$ cat config.mk
export PLATFORM = sky130hd
export DESIGN_NAME = mem_access_ctrl
export DESIGN_NICKNAME = d
export VERILOG_FILES = /design/src/rtl/minisys_mem_pkg.sv /design/src/rtl/mem_lane_align.sv /design/src/rtl/mem_access_ctrl.sv
export SDC_FILE = /design/constraint.sdc
export NUM_CORES = 1
export LEC_CHECK = 0
export CELL_PAD_IN_SITES_DETAIL_PLACEMENT = 0
export CELL_PAD_IN_SITES_GLOBAL_PLACEMENT = 1
export CORE_MARGIN = 10
export CORE_UTILIZATION = 36
export DETAILED_ROUTE_END_ITERATION = 7
export HOLD_SLACK_MARGIN = 0.05
export PLACE_DENSITY = 0.93
export SETUP_SLACK_MARGIN = 0.15
export SYNTH_ARGS = -nofsm -noshare
export SYNTH_HDL_FRONTEND = slang
export SYNTH_SLANG_ARGS = --single-unit
$ cat constraint.sdc
create_clock -name clock -period 5.69 [get_ports clock]
set_clock_uncertainty 0.2 [all_clocks]
set_input_delay 1.138 -clock clock [delete_from_list [all_inputs] [get_ports clock]]
set_output_delay 1.138 -clock clock [all_outputs]
set_load 0.02 [all_outputs]
$ cat src/rtl/minisys_mem_pkg.sv
// Shared encodings for the MEM-stage access controller: load/store width codes,
// controller FSM states, default IO window base and the alignment helper.
package minisys_mem_pkg;

  localparam logic [1:0]  W_BYTE          = 2'b00;
  localparam logic [1:0]  W_HALF          = 2'b01;
  localparam logic [1:0]  W_WORD          = 2'b10;
  localparam logic [31:0] IO_BASE_DEFAULT = 32'hFFFF_FC00;
  localparam int          TCNT_W          = 8;

  typedef enum logic [1:0] {
    ST_IDLE = 2'd0,
    ST_REQ  = 2'd1,
    ST_ERR  = 2'd2,
    ST_DONE = 2'd3
  } mem_state_t;

  // Width code 2'b11 behaves as a word access.
  function automatic logic is_misaligned(input logic [1:0] width, input logic [1:0] addr_lo);
    case (width)
      W_BYTE:  return 1'b0;
      W_HALF:  return addr_lo[0];
      default: return addr_lo != 2'b00;
    endcase
  endfunction

endpackage

$ cat src/rtl/mem_lane_align.sv
// Combinational lane logic: byte enables, store-data lane replication and
// load-data extraction with sign/zero extension.
module mem_lane_align
  import minisys_mem_pkg::*;
(
  input  logic [1:0]  width,
  input  logic [1:0]  addr_lo,
  input  logic        sign,
  input  logic [31:0] wdata,
  input  logic [31:0] rdata,
  output logic [3:0]  be,
  output logic [31:0] wdata_rep,
  output logic [31:0] load_data
);

  function automatic logic [31:0] extend_byte(input logic [7:0] v, input logic s);
    logic signed [7:0]  sv;
    logic signed [31:0] ext;
    sv  = v;
    ext = sv;
    return s ? ext : {24'b0, v};
  endfunction

  function automatic logic [31:0] extend_half(input logic [15:0] v, input logic s);
    logic signed [15:0] sv;
    logic signed [31:0] ext;
    sv  = v;
    ext = sv;
    return s ? ext : {16'b0, v};
  endfunction

  always_comb begin
    be        = 4'b1111;
    wdata_rep = wdata;
    load_data = rdata;
    case (width)
      W_BYTE: begin
        be        = 4'b0001 << addr_lo;
        wdata_rep = {4{wdata[7:0]}};
        load_data = extend_byte(8'(rdata >> {addr_lo, 3'b000}), sign);
      end
      W_HALF: begin
        be        = addr_lo[1] ? 4'b1100 : 4'b0011;
        wdata_rep = {2{wdata[15:0]}};
        load_data = extend_half(16'(rdata >> {addr_lo[1], 4'b0000}), sign);
      end
      default: ;
    endcase
  end

endmodule

$ cat src/rtl/mem_access_ctrl.sv
// MEM-stage data-memory/IO access controller: one bus transaction per access, pipeline
// stall until completion, timeout error. Optional misalignment trap: MEM_MISALIGN_TRAP_EN.
module mem_access_ctrl
  import minisys_mem_pkg::*;
#(
  parameter int          TIMEOUT_CYC = 255,
  parameter logic [31:0] IO_BASE     = IO_BASE_DEFAULT
)(
  input  logic        clock,
  input  logic        reset,
  input  logic        mem_valid,
  input  logic        mem_write,
  input  logic        mem_read,
  input  logic        mem_sign,
  input  logic [1:0]  mem_width,
  input  logic [31:0] mem_addr,
  input  logic [31:0] mem_wdata,
  output logic        bus_req,
  output logic        bus_we,
  output logic        bus_io,
  output logic [31:0] bus_addr,
  output logic [3:0]  bus_be,
  output logic [31:0] bus_wdata,
  input  logic        bus_ack,
  input  logic [31:0] bus_rdata,
  output logic        mem_stall,
  output logic [31:0] mem_rdata,
  output logic        mem_done,
  output logic        mem_bus_err,
  output logic        mem_misalign
);

  localparam logic [TCNT_W-1:0] TCNT_LAST = TCNT_W'(TIMEOUT_CYC - 1);
  localparam logic [TCNT_W-1:0] TCNT_MAX  = '1;

  mem_state_t        state, state_next;
  logic [TCNT_W-1:0] tcnt;
  logic [1:0]        width_q, addr_lo_q;
  logic              sign_q;
  logic              access, start, misalign_now;
  logic [1:0]        al_width, al_addr_lo;
  logic              al_sign;
  logic [3:0]        al_be;
  logic [31:0]       al_wdata_rep, al_load;

  assign access = mem_valid & (mem_write | mem_read);

`ifdef MEM_MISALIGN_TRAP_EN
  logic misalign_q;
  assign misalign_now = is_misaligned(mem_width, mem_addr[1:0]);
  assign mem_misalign = (state == ST_DONE) & misalign_q;

  always_ff @(posedge clock or negedge reset) begin
    if (!reset) misalign_q <= 1'b0;
    else        misalign_q <= (state == ST_IDLE) & access & misalign_now;
  end
`else
  assign misalign_now = 1'b0;
  assign mem_misalign = 1'b0;
`endif

  assign start = (state == ST_IDLE) & access & ~misalign_now;

  // Lane logic sees live inputs while launching and the captured controls during REQ.
  always_comb begin
    if (state == ST_REQ) begin
      al_width   = width_q;
      al_addr_lo = addr_lo_q;
      al_sign    = sign_q;
    end else begin
      al_width   = mem_width;
      al_addr_lo = mem_addr[1:0];
      al_sign    = mem_sign;
    end
  end

  mem_lane_align u_lane_align (
    .width     (al_width),
    .addr_lo   (al_addr_lo),
    .sign      (al_sign),
    .wdata     (mem_wdata),
    .rdata     (bus_rdata),
    .be        (al_be),
    .wdata_rep (al_wdata_rep),
    .load_data (al_load)
  );

  always_comb begin
    state_next  = state;
    bus_req     = 1'b0;
    mem_done    = 1'b0;
    mem_bus_err = 1'b0;
    mem_stall   = 1'b0;
    case (state)
      ST_IDLE: begin
        mem_stall = access;
        if (access) state_next = misalign_now ? ST_DONE : ST_REQ;
      end
      ST_REQ: begin
        bus_req   = 1'b1;
        mem_stall = 1'b1;
        if (bus_ack)                state_next = ST_DONE;
        else if (tcnt >= TCNT_LAST) state_next = ST_ERR;
      end
      ST_ERR: begin
        mem_bus_err = 1'b1;
        mem_stall   = 1'b1;
        state_next  = ST_DONE;
      end
      ST_DONE: begin
        mem_done   = 1'b1;
        state_next = ST_IDLE;
      end
      default: state_next = ST_IDLE;
    endcase
  end

  always_ff @(posedge clock or negedge reset) begin
    if (!reset) begin
      state     <= ST_IDLE;
      tcnt      <= '0;
      bus_we    <= 1'b0;
      bus_io    <= 1'b0;
      bus_addr  <= '0;
      bus_be    <= '0;
      bus_wdata <= '0;
      mem_rdata <= '0;
      width_q   <= W_BYTE;
      addr_lo_q <= 2'b00;
      sign_q    <= 1'b0;
    end else begin
      state <= state_next;
      if (start) begin
        bus_we    <= mem_write;
        bus_io    <= mem_addr >= IO_BASE;
        bus_addr  <= {mem_addr[31:2], 2'b00};
        bus_be    <= al_be;
        bus_wdata <= al_wdata_rep;
        width_q   <= mem_width;
        addr_lo_q <= mem_addr[1:0];
        sign_q    <= mem_sign;
        tcnt      <= '0;
      end else if (state == ST_REQ && !bus_ack && tcnt != TCNT_MAX) begin
        tcnt <= tcnt + 1'b1;
      end
      // Stores, timeouts and trapped accesses all hand a zero result to MEM/WB.
      if (state == ST_REQ && bus_ack)
        mem_rdata <= bus_we ? '0 : al_load;
      else if (state_next == ST_ERR || (state == ST_IDLE && access && misalign_now))
        mem_rdata <= '0;
    end
  end

endmodule
==> results.md, run 1 <==
Logic synthesis:
- After synthesis, the cell types taking the most area are sky130_fd_sc_hd__dfrtp_1, sky130_fd_sc_hd__nand2_1, sky130_fd_sc_hd__inv_1.
- The async set or reset register ratio after synthesis is 1.00.
- Sorting the synthesized cells by how often they occur yields sky130_fd_sc_hd__nand2_1, sky130_fd_sc_hd__dfrtp_1, sky130_fd_sc_hd__inv_1.
- The number of enable flip-flop cells after synthesis is 0.
- The fraction of post-synthesis cell area in the top cell type by area is 0.486.
- Synthesis produced 668 cells.
- The synthesized netlist occupies a cell area of 0.00593 mm^2.
- The synthesized area per cell is 8.87 um^2.
- The synthesized design contains 115 register bits.
- For this run, the register share of the synthesized area comes to 0.486.
- The number of library cell types mapped by synthesis is 56.
- The most repeated cell in the gate-level netlist after synthesis is sky130_fd_sc_hd__nand2_1.
- The total number of yosys warnings is 0.
- sky130_fd_sc_hd__dfrtp_1 takes more of the synthesized area than any other cell.
- The most used flip-flop cell after synthesis is sky130_fd_sc_hd__dfrtp_1.

Die:
- The x dimension of the die is 148 um.
- The top-level I/O count is 212.
- The floorplan die area is 0.0220 mm^2.
- The total area inside the core boundary comes to 0.0160 mm^2.
- The initial core utilization is 0.370.
- From bottom edge to top edge, the die measures 148 um.
- After floorplanning, the core was divided into 46 placement rows.

CTS:
- The clock tree from TritonCTS is yes.
- The maximum number of buffers from clock root to sink is 2.
- The clock tree synthesis step divided the H-tree into 4 levels.
- The register clock-pin slew on the reported worst setup and hold paths is 0.05 ns.
- The number of buffers created by CTS is 17.
- Post-CTS timing repair inserted 0 buffers for setup.
- In this run the clock root is driven by a sky130_fd_sc_hd__clkbuf_16.
- The later pin in the worst-skew pair is clocked with a latency of 0.42 ns.
- Hold repair after CTS inserted 0 buffers.
- The clock sink count is 115.
- The count of instances resized after the clock tree is built is 0.

Final layout:
- Fill cells in the final layout number 1478.
- The net count reported at finish is 971.
- The finished layout holds 1089 standard cells, fillers aside.
- In the final layout, the share of cells above drive strength 1 is 0.0791.
- In the final layout, the multi-input gates occupy 0.00270 mm^2.
- The area added between synthesis and finish is 46.7%.
- Registers take 0.00288 mm^2.

Global routing:
- Entering global routing, the biggest net connects 82 pins.
- The first-pass GRT wire length is 32900 um.
- The global-route usage over all layers is 0.189.
- The number of antenna violations at the first check in global routing is 0.
- The via count of the first global-routing pass is 5784.
- The overall overflow remaining after global route is 0.

Timing:
- The remaining max-slew budget at the tightest pin is 0.274.
- The number of setup violations in the final report is 0.
- The worst hold slack is 0.270 ns.
- The post-route fraction of the period consumed by the critical path is 0.725.
- Summed over all failing endpoints, the final setup total negative slack is 0 ns.
- Setup repair after global routing left no endpoint under its margin.
- The number of slew-limit violations in the final report came to 0.
- Based on the critical path, the design can be clocked at up to 243 MHz.
- The final period demand of the worst path is 4.12 ns.
- The total count of hold-check failures in the final report is 0.
- The slew of the pin with the lowest slew margin is 1.08 ns.

Route:
- In the final routed layout, each cell accounts on average for 19.0 um.
- In this run, the number of DRC markers left after iteration 0 of detailed routing was 395.
- The wire length reported by the detailed router is 20700 um.
- The routed via count is 5599.
- In this run the remaining antenna-violating nets after routing total 0.
- The pre-antenna-repair detailed-routing pass consisted of 5 iterations.
- After detailed routing, the number of vias per cell comes to 5.14.
- The number of remaining DRC errors is 0.

Worst setup path:
- The kind of cell with the highest combined delay on the critical path is buffers and inverters.
- The endpoint arrival time on the critical path is 2.79 ns.
- In this run the worst setup path begins at mem_write.
- Along the worst path, the maximum fanout reaches 4.
- The startpoint identified for the worst register-to-register timing path is state[1]$_DFF_PN0_.
- The critical path goes through clkdlybuf4s50_1 > o21ai_0 > nor2_4 > nor2_1 > nor2_1 > clkdlybuf4s50_1.
- The nature of the critical path endpoint is an output pin.
- The stage delay of the slowest cell on the critical path is 0.54 ns.
- The number of buffer and inverter stages on the critical path is 2.
- The worst setup path is launched from a primary input.
- The required time of the critical path is 4.35 ns.
- The slowest stage of the critical path is the sky130_fd_sc_hd__clkdlybuf4s50_1 cell.
- The critical path in this run is classified as primary input to output pin.

Outcome:
- The flow ran to the end, and the final reports show no timing, DRC or antenna violations.

Job:
- Max-cap violations in this run came to 0.

Power and ir drop:
- The design draws 4.77 mW.
- For this design the static power due to leakage is 3.86 nW.
- Across the VDD grid, the largest voltage drop is 0.278 mV.
- Power spread over the standard cell area amounts to 549 mW/mm^2.

Place:
- Detailed placement finished with a half-perimeter wire length of 14900 um.
- The final weighted congestion in routability-driven placement is 0.847.
- After detailed placement, the design holds a cell count of 1056.
- The port buffer count is 208.

Worst hold path:
- The hold path startpoint is bus_addr[31]$_DFFE_PN0P_.
- The path class of the tightest hold or removal check is register to register.
[where the power goes]
part           internal, mW  total, mW  switching (mW)
sequential             1.14       1.34           0.202
combinational          1.03       2.43            1.40
clock                 0.565      0.993           0.428
[cell type report]
class                      instances  area share
multi-input combinational        468       0.311
inverter                          42      0.0181
clock buffer                      17      0.0489
clock inverter                    15      0.0143
timing repair buffer             215       0.245
tap                              216      0.0311
sequential                       115       0.331
antenna                            1    0.000288
[layout by cell type (no fill, tap or decap), drive strengths merged, types with 3 or more instances in the layout]
master         netlist  layout
a311oi               9       9
o2111a               4       4
mux2                 4       4
nand4                7       7
clkinvlp             0       6
nor2                41      41
clkdlybuf4s50        0     207
ha                   7       7
o21ai               26      26
inv                 42      49
conb                 1       3
nand2              209     209
a31oi               10      10
o221a                3       3
a21o                 9       9
o2111ai             16      16
a21oi               17      17
or2                  4       4
xnor2                4       4
nand3               10      10
a221oi               4       4
xor2                 3       3
a22o                 9       9
mux2i               14      14
o22ai               18      18
clkbuf              29      17
a2bb2oi              4       4
a222oi               4       4
a211oi               3       3
buf                 16       8
dfrtp              115     115
[kinds of logic (layout without fill, tap and decap cells)]
kind of cell             Yosys count  count (layout)  share of synthesized area
AO/OA/AOI/OAI                    147             147                      0.194
other                              1               4                   0.000633
XOR/XNOR                           7               7                     0.0103
AND/OR/NAND/NOR                  286             286                      0.200
buffers and inverters             87             289                     0.0638
flip-flops                       115             115                      0.486
adder cells (fa/ha/maj)            7               7                     0.0148
multiplexers                      18              18                     0.0312
[through the flow]
step | util | cell area (um^2) | setup WS [ns]
floorplan | - | 5930 | 2.34
global placement | 0.509 | 8140 | 1.60
detailed placement | 0.509 | 8140 | 1.56
CTS | 0.543 | 8690 | 1.56
global route | 0.543 | 8690 | 1.47
finish | 0.543 | 8690 | 1.57
[final timing paths]
| path | endpoint | slack (ns) | cells past startpoint |
|---|---|---|---|
| max | mem_stall | 1.57 | 6 |
| min | bus_addr[31]$_DFFE_PN0P_ | 0.27 | 2 |
| max reg2reg | mem_rdata[30]$_DFFE_PN0P_ | 2.66 | 8 |
| min reg2reg | bus_addr[31]$_DFFE_PN0P_ | 0.27 | 2 |
| max in group asynchronous | width_q[0]$_DFFE_PN0P_ | 3.49 | 2 |
| min in group asynchronous | mem_rdata[20]$_DFFE_PN0P_ | 0.62 | 1 |
[flip-flops by register name (all words and copies together) (netlist names)]
name	count
bus_wdata	32
mem_rdata	32
bus_addr	30
tcnt	8
bus_be	4
addr_lo_q	2
state	2
width_q	2
bus_io	1
bus_we	1
sign_q	1
[per-layer routing]
layer / wire (um) / GRT usage
met4: 333 / 0.0535
met2: 8950 / 0.278
met5: 0 / 0
met3: 2600 / 0.105
met1: 8840 / 0.233
[worst min-delay path, delay by kind of cell (launching register included)]
kind / cells / cell delay [ns]
flops: 1 / 0.34
simple gates: 2 / 0.10
(Power assumes the default switching activity.)
==> run 2, diff against run 1 <==
CORE_UTILIZATION = 33   (was 36)
PLACE_DENSITY = 0.87   (was 0.93)
clock period = 3.86 ns   (was 5.69 ns; I/O delays follow)
==> run 2 against run 1 <==
  * Die area is 7.8% higher
  * First-iteration DRC count shrank 1.8%
  * Sequential share of layout area shrank 0.73 points
  * Critical endpoint unchanged
  * Largest cell class unchanged
  * Largest power group unchanged
  * Highest routed layer unchanged
==> results.md, run 2 (synthesis gave the netlist of run 1 again) <==
Outcome:
- The run finished with clean final reports.

Worst setup path:
- The number of buffer and inverter stages on the critical path is 2 (unchanged).
- The number of cell instances on the worst register-to-register path is 7 (-1).
- The sort of element at the start of the critical path is a primary input.
- The worst setup path is captured at an output pin.
- The cell with the biggest individual delay on the critical path is sky130_fd_sc_hd__clkdlybuf4s50_1.
- The critical path class is primary input to output pin.
- The stage delay of the slowest cell on the critical path is 0.53 ns (about the same).
- The endpoint of the worst register-to-register path is mem_rdata[19]$_DFFE_PN0P_.
- The endpoint arrival time on the critical path is 2.39 ns (-0.40 ns).
- The slack of the worst reg-to-reg path was 0.86 ns (-1.80 ns).
- The kind of cell with the highest combined delay on the critical path is buffers and inverters.
- The signal on the critical path passes through clkdlybuf4s50_1 > o21ai_0 > nor2_4 > nor2_1 > nor2_1 > clkdlybuf4s50_1.
- The required time of the critical path is 2.89 ns (-1.46 ns).
- The launching point of the worst reg2reg path is state[1]$_DFF_PN0_.
- The largest fanout on the critical path is 4 (unchanged).

Place:
- The detailed-placement wirelength estimate is 15800 um (+6.0%).
- The port buffer count is 208 (unchanged).
- The final weighted congestion in routability-driven placement is 0.844 (-0.30%).

Route:
- The wire length reported by the detailed router was 21500 um (+3.7%).
- The remaining antenna violation count is 0 (unchanged).
- The number of iterations in the first detailed-routing pass is 5 (unchanged).
- The routed via count came to 5691 (+1.6%).
- The via count normalized by instance count came to 5.15 (about the same).
- The number of remaining DRC errors is 0 (unchanged).
- The routed length per instance is 19.4 um (+2.1%).
- The iteration-0 DRC count of the detailed router is 388 (-1.8%).

Timing:
- In the finished design, the share of the clock period the worst path needs comes to 0.871.
- The total count of hold-check failures in the final report is 0 (unchanged).
- The accumulated negative setup slack is 0 ns (unchanged).
- The remaining max-slew budget at the tightest pin is 0.469 (+0.195).
- Setup repair after global routing left no endpoint under its margin.
- The slew of the pin with the lowest slew margin is 0.775 ns (-0.308 ns).
- The number of slew-limit violations in the final report is 0 (unchanged).
- The final period demand of the worst path is 3.36 ns.
- The top achievable clock speed is 297 MHz.
- The worst hold slack came to 0.224 ns (-0.0469 ns).
- The number of setup violations in the final report came to 0 (unchanged).

Final layout:
- The share of post-route cells with drive strength above 1 came to 0.0874 (+0.00827).
- The area added between synthesis and finish is 50.0%.
- The top cell types in the final layout, fill and taps aside, are sky130_fd_sc_hd__nand2_1, sky130_fd_sc_hd__clkdlybuf4s50_1, sky130_fd_sc_hd__dfrtp_1.
- The net count reported at finish is 980 (+0.93%).
- The number of antenna repair diodes came to 0 (-1).
- The number of fillers in the final layout was 1671 (+13%).
- The library cell used most frequently in the layout, excluding fill and tap cells, is sky130_fd_sc_hd__nand2_1.
- In the final layout, the registers with the most flip-flops are bus_wdata (32), mem_rdata (32), bus_addr (30).

CTS:
- The register clock-pin slew on the reported worst setup and hold paths came to 0.05 ns (about the same).
- The post-cts hold buffer count is 0 (unchanged).
- The maximum number of buffers from clock root to sink is 2 (unchanged).
- The count of instances resized after the clock tree is built was 0 (unchanged).
- TritonCTS built the clock tree.
- The post-CTS repair timing setup buffer count is 0 (unchanged).
- The count of H-tree levels built during CTS was 4 (unchanged).
- The cell sitting at the root of the clock tree is a sky130_fd_sc_hd__clkbuf_16.
- The clock sink count came to 115 (unchanged).
- The insertion delay of the later-clocked pin in the worst-skew pair is 0.41 ns (about the same).
- The number of buffers created by CTS is 17 (unchanged).

Worst hold path:
- The min-delay analysis places its worst path in the category primary input to async pin.

Global routing:
- The number of antenna violations at the first check in global routing is 0 (unchanged).
- The maximum number of pins on one net before global-route repair is 82 (unchanged).
- The via count of the first global-routing pass is 5835 (+0.88%).
- The global-route usage over all layers was 0.178 (-0.0109).
- The overall overflow remaining after global route came to 0 (unchanged).
- The first-pass GRT wire length is 33800 um (+2.4%).

Die:
- The total number of placement rows is 48 (+4.3%).
- The x dimension of the die is 154 um (+3.8%).
- The floorplan die area is 0.0237 mm^2 (+7.8%).
- The initial core utilization is 0.339 (-0.0313).
- The top-level I/O count was 212 (unchanged).
- The total core area is 0.0175 mm^2 (+9.2%).
- The die height came to 154 um (+3.8%).

Power and ir drop:
- The highest ir drop seen on vdd is 0.453 mV (+63%).
- The power density over the cells is 829 mW/mm^2 (+51%).
- The standby leakage power came to 3.97 nW (+3.1%).

Job:
- The max-cap check violation count is 0 (unchanged).
run 2: cell count changes in the layout (fill, tap and decap cells not counted), sizes merged:
cell | previous run | this run
diode | 1 | 0
buf | 8 | 17
bufinv | 0 | 4
inv | 49 | 42
clkbuf | 17 | 24
clkinvlp | 6 | 2
run 2: worst max path at each step:
stage | startpoint | to | cells after the start
6_report | mem_write | mem_stall | 6
5_1_grt | mem_write | mem_stall | 6
4_1_cts | mem_write | mem_stall | 6
3_5_place_dp | mem_write | mem_stall | 6
3_3_place_gp | mem_write | mem_stall | 6
2_1_floorplan | mem_read | mem_stall | 5
run 2: report_power, final:
| part | total, mW | internal (mW) | leakage (nW) | switching, mW |
|---|---|---|---|---|
| registers | 1.99 | 1.68 | 1.46 | 0.309 |
| logic | 3.63 | 1.55 | 2.20 | 2.08 |
| clock network | 1.74 | 1.18 | 0.318 | 0.562 |
run 2: routing by layer:
layer,vias to the layer above,track usage,share of wire
li1,2702,-,-
met1,2736,0.222,0.42
met2,228,0.263,0.44
met3,25,0.0895,0.12
met4,0,0.0558,0.016
met5,-,0,0
run 2: worst reg2reg max path: cells and delay by family, from the launching register on:
| family | cells | cell delay, ns |
|---|---|---|
| buffers and inverters | 1 | 0.13 |
| adder cells (fa/ha/maj) | 1 | 0.53 |
| flip-flops | 1 | 0.43 |
| AO/OA/AOI/OAI | 3 | 1.06 |
| AND/OR/NAND/NOR | 2 | 0.57 |
run 2: final cells by class:
class / count / area [um^2] / share of cell area
Clock buffer: 24 / 512 / 0.0576
Clock inverter: 8 / 145 / 0.0163
Inverter: 42 / 158 / 0.0177
Multi-Input combinational cell: 468 / 2700 / 0.304
Sequential cell: 115 / 2880 / 0.324
Tap cell: 225 / 282 / 0.0317
Timing Repair Buffer: 224 / 2210 / 0.249
run 2: stage by stage:
stage | cells | area (um^2) | setup WS [ns] | utilization | total power [mW]
after CTS | 1106 | 8890 | 0.491 | 0.509 | 7.44
after global placement | 1074 | 8230 | 0.522 | 0.471 | 5.62
after floorplan | 670 | 5930 | 1.24 | - | 4.07
after global routing | 1106 | 8890 | 0.344 | 0.509 | 7.87
final | 1106 | 8890 | 0.498 | 0.509 | 7.37
after detailed placement | 1074 | 8230 | 0.489 | 0.471 | 5.66
==> run 3, diff against run 2 <==
clock period = 3.6 ns   (was 3.86 ns; I/O delays follow)
==> run 3 against run 2 <==
  * Non-clock buffer count unchanged
  * Clock-buffer cell count down 1
  * Critical path depth is 1 higher
  * Global-route usage about the same
  * First-iteration DRC count increased by 1.0%
  * Power increased by 5.9%
  * Sequential share of layout area is 0.14 points higher
  * Die area unchanged
  * Sequential cell count unchanged
  * Via count is 0.39% lower
  * Critical path type unchanged
  * Largest cell class unchanged
  * Highest routed layer unchanged
==> results.md, run 3 (synthesis gave the netlist of run 1 again) <==
Timing:
- Setup repair after global routing left no endpoint under its margin.
- The total count of hold-check failures in the final report is 0 (unchanged).
- The accumulated negative setup slack is 0 ns (unchanged).
- In the finished design, the share of the clock period the worst path needs comes to 0.878.
- The final period demand of the worst path is 3.16 ns.
- The least setup slack across all paths after layout is 0.438 ns (-0.0605 ns).
- The number of slew-limit violations in the final report is 0 (unchanged).
- The slew of the pin with the lowest slew margin is 0.857 ns (+0.0828 ns).
- Static timing analysis puts the maximum clock frequency at 316 MHz.
- The number of setup violations in the final report came to 0 (unchanged).
- The remaining max-slew budget at the tightest pin was 0.425 (-0.0443).

Worst setup path:
- The sort of element at the start of the critical path is a primary input.
- The largest fanout on the critical path is 4 (unchanged).
- The required time of the critical path came to 2.68 ns (-0.21 ns).
- The critical path class is primary input to output pin.
- The slack of the worst reg-to-reg path came to 0.46 ns (-0.40 ns).
- The endpoint arrival time on the critical path is 2.24 ns (-0.15 ns).
- The number of cell instances on the worst register-to-register path was 7 (unchanged).
- The launching point of the worst reg2reg path is state[1]$_DFF_PN0_.
- In this run the critical register-to-register path is captured at mem_rdata[16]$_DFFE_PN0P_.
- The nature of the critical path endpoint is an output pin.

CTS:
- The count of instances resized after the clock tree is built was 0 (unchanged).
- The register clock-pin slew on the reported worst setup and hold paths is 0.05 ns (about the same).
- The clock sink count is 115 (unchanged).
- The root buffer cell is sky130_fd_sc_hd__clkbuf_16.
- The count of H-tree levels built during CTS is 4 (unchanged).
- The post-CTS repair timing setup buffer count is 0 (unchanged).
- The insertion delay of the later-clocked pin in the worst-skew pair is 0.42 ns (about the same).
- TritonCTS built the clock tree.
- The post-cts hold buffer count is 0 (unchanged).
- The number of buffers created by CTS was 17 (unchanged).
- The maximum number of buffers from clock root to sink is 2 (unchanged).

Route:
- The iteration-0 DRC count of the detailed router was 392 (+1.0%).
- The number of remaining DRC errors is 0 (unchanged).
- The routed length per instance is 19.6 um (+0.74%).
- The wire length reported by the detailed router is 21600 um (+0.74%).
- The via count normalized by instance count is 5.13 (-0.39%).
- The remaining antenna violation count is 0 (unchanged).
- The number of iterations in the first detailed-routing pass is 5 (unchanged).
- The routed via count is 5669 (-0.39%).

Place:
- The minimum setup slack after placement was 0.385 ns (-0.104 ns).
- The final weighted congestion in routability-driven placement is 0.886 (+5.0%).
- The detailed-placement wirelength estimate is 16100 um (+1.6%).
- The port buffer count is 208 (unchanged).

Global routing:
- The first-pass GRT wire length was 33500 um (-0.80%).
- The maximum number of pins on one net before global-route repair is 74 (-9.8%).
- The number of antenna violations at the first check in global routing is 0 (unchanged).
- The via count of the first global-routing pass came to 5824 (-0.19%).
- The overall overflow remaining after global route is 0 (unchanged).
- The global-route usage over all layers is 0.178 (-0.000455).

Final layout:
- The net count reported at finish is 980 (unchanged).
- In the layout the commonest cells are sky130_fd_sc_hd__nand2_1, sky130_fd_sc_hd__clkdlybuf4s50_1, sky130_fd_sc_hd__dfrtp_1.
- The number of fillers in the final layout came to 1653 (-1.1%).
- The register cell area after layout is 0.00288 mm^2 (unchanged).
- The largest registers in the layout are bus_wdata (32), mem_rdata (32), bus_addr (30).
- The share of post-route cells with drive strength above 1 was 0.0851 (-0.00227).
- From synthesis to final layout, the design area changed by 49.3%.
- The area of the multi-input gates is 0.00270 mm^2 (unchanged).
- The number of antenna repair diodes is 0 (unchanged).
- The most common cell after layout, fill and taps aside is sky130_fd_sc_hd__nand2_1.

Outcome:
- The run finished with clean final reports.

Die:
- The x dimension of the die is 154 um (unchanged).
- The total number of placement rows is 48 (unchanged).
- The floorplan die area is 0.0237 mm^2 (unchanged).
- The initial core utilization came to 0.339 (unchanged).
- The total core area was 0.0175 mm^2 (unchanged).
- The top-level I/O count was 212 (unchanged).
- The die height came to 154 um (unchanged).

Power and ir drop:
- The portion of total power attributed to combinational logic is 0.503 (+0.010).
- The internal power is 4.62 mW (+4.6%).
- The highest ir drop seen on vdd is 0.480 mV (+5.8%).
- The part of the power in registers is 0.273 (+0.003).
- The clock network fraction of total power came to 0.224 (-0.013).
- The proportion of total power due to net switching is 0.408 (+0.00741).
- The standby leakage power is 3.95 nW (-0.62%).
- The power density over the cells is 882 mW/mm^2 (+6.3%).
- The switching power summed over all nets is 3.18 mW (+7.8%).
- The overall power after layout came to 7.80 mW (+5.9%).

Worst hold path:
- The class of the tightest hold or removal check is primary input to async pin.

Job:
- The max-cap check violation count is 0 (unchanged).
[run 3: cell types whose count changed in the layout (fill, tap and decap cells not counted)]
cell / previous run / this run
sky130_fd_sc_hd__bufinv_16: 4 / 3
sky130_fd_sc_hd__buf_12: 1 / 2
sky130_fd_sc_hd__buf_4: 16 / 15
sky130_fd_sc_hd__clkbuf_1: 1 / 3
sky130_fd_sc_hd__clkbuf_8: 6 / 3
sky130_fd_sc_hd__clkinvlp_4: 2 / 3
sky130_fd_sc_hd__clkinv_2: 2 / 3
[run 3: final cells by class]
| type | instances | area share |
|---|---|---|
| clock inverters | 9 | 0.0144 |
| clock buffers | 23 | 0.0540 |
| multi-input cells | 468 | 0.305 |
| repair buffers | 224 | 0.251 |
| flip-flops and latches | 115 | 0.325 |
| inverters | 42 | 0.0178 |
| well taps | 225 | 0.0318 |
[run 3: worst max path at each step]
stage,startpoint,to,slack [ns],cells past startpoint
after global routing,state[1]$_DFF_PN0_,mem_rdata[16]$_DFFE_PN0P_,0.24,7
after global placement,bus_ack,mem_rdata[16]$_DFFE_PN0P_,0.43,6
after floorplan,state[1]$_DFF_PN0_,mem_rdata[3]$_DFFE_PN0P_,1.06,10
after detailed placement,mem_width[1],mem_rdata[16]$_DFFE_PN0P_,0.38,6
after CTS,state[1]$_DFF_PN0_,bus_req,0.41,3
final,mem_write,mem_stall,0.44,7
[run 3: power by group through the flow]
stage | Clock, mW | Sequential, mW | Combinational [mW]
2_1_floorplan | 0 | 2.63 | 1.73
3_3_place_gp | 0 | 2.13 | 3.92
3_5_place_dp | 0 | 2.15 | 3.95
4_1_cts | 1.79 | 2.13 | 3.96
5_1_grt | 1.84 | 2.20 | 4.26
6_report | 1.75 | 2.13 | 3.92
[run 3: critical path, cell delays in order]
cell                              delay (ns)
sky130_fd_sc_hd__clkdlybuf4s50_1        0.48
sky130_fd_sc_hd__o21ai_0                0.08
sky130_fd_sc_hd__buf_4                  0.16
sky130_fd_sc_hd__nor2_4                 0.08
sky130_fd_sc_hd__nor2_1                 0.04
sky130_fd_sc_hd__nor2_1                 0.07
sky130_fd_sc_hd__clkdlybuf4s50_1        0.61
[run 3: routing by layer]
layer | up-vias | track usage | wire length, um
li1 | 2697 | - | -
met3 | 20 | 0.105 | 2810
met5 | - | 0 | 0
met4 | 0 | 0.0387 | 216
met2 | 246 | 0.267 | 9610
met1 | 2706 | 0.215 | 9010
[run 3: per-stage QoR]
stage / instances / hold WS (ns) / area [um^2] / utilization
4_1_cts: 1106 / 0.184 / 8850 / 0.506
3_3_place_gp: 1074 / 0.257 / 8240 / 0.472
2_1_floorplan: 670 / 0.224 / 5930 / -
3_5_place_dp: 1074 / 0.261 / 8240 / 0.472
6_report: 1106 / 0.167 / 8850 / 0.506
5_1_grt: 1106 / 0.213 / 8850 / 0.506
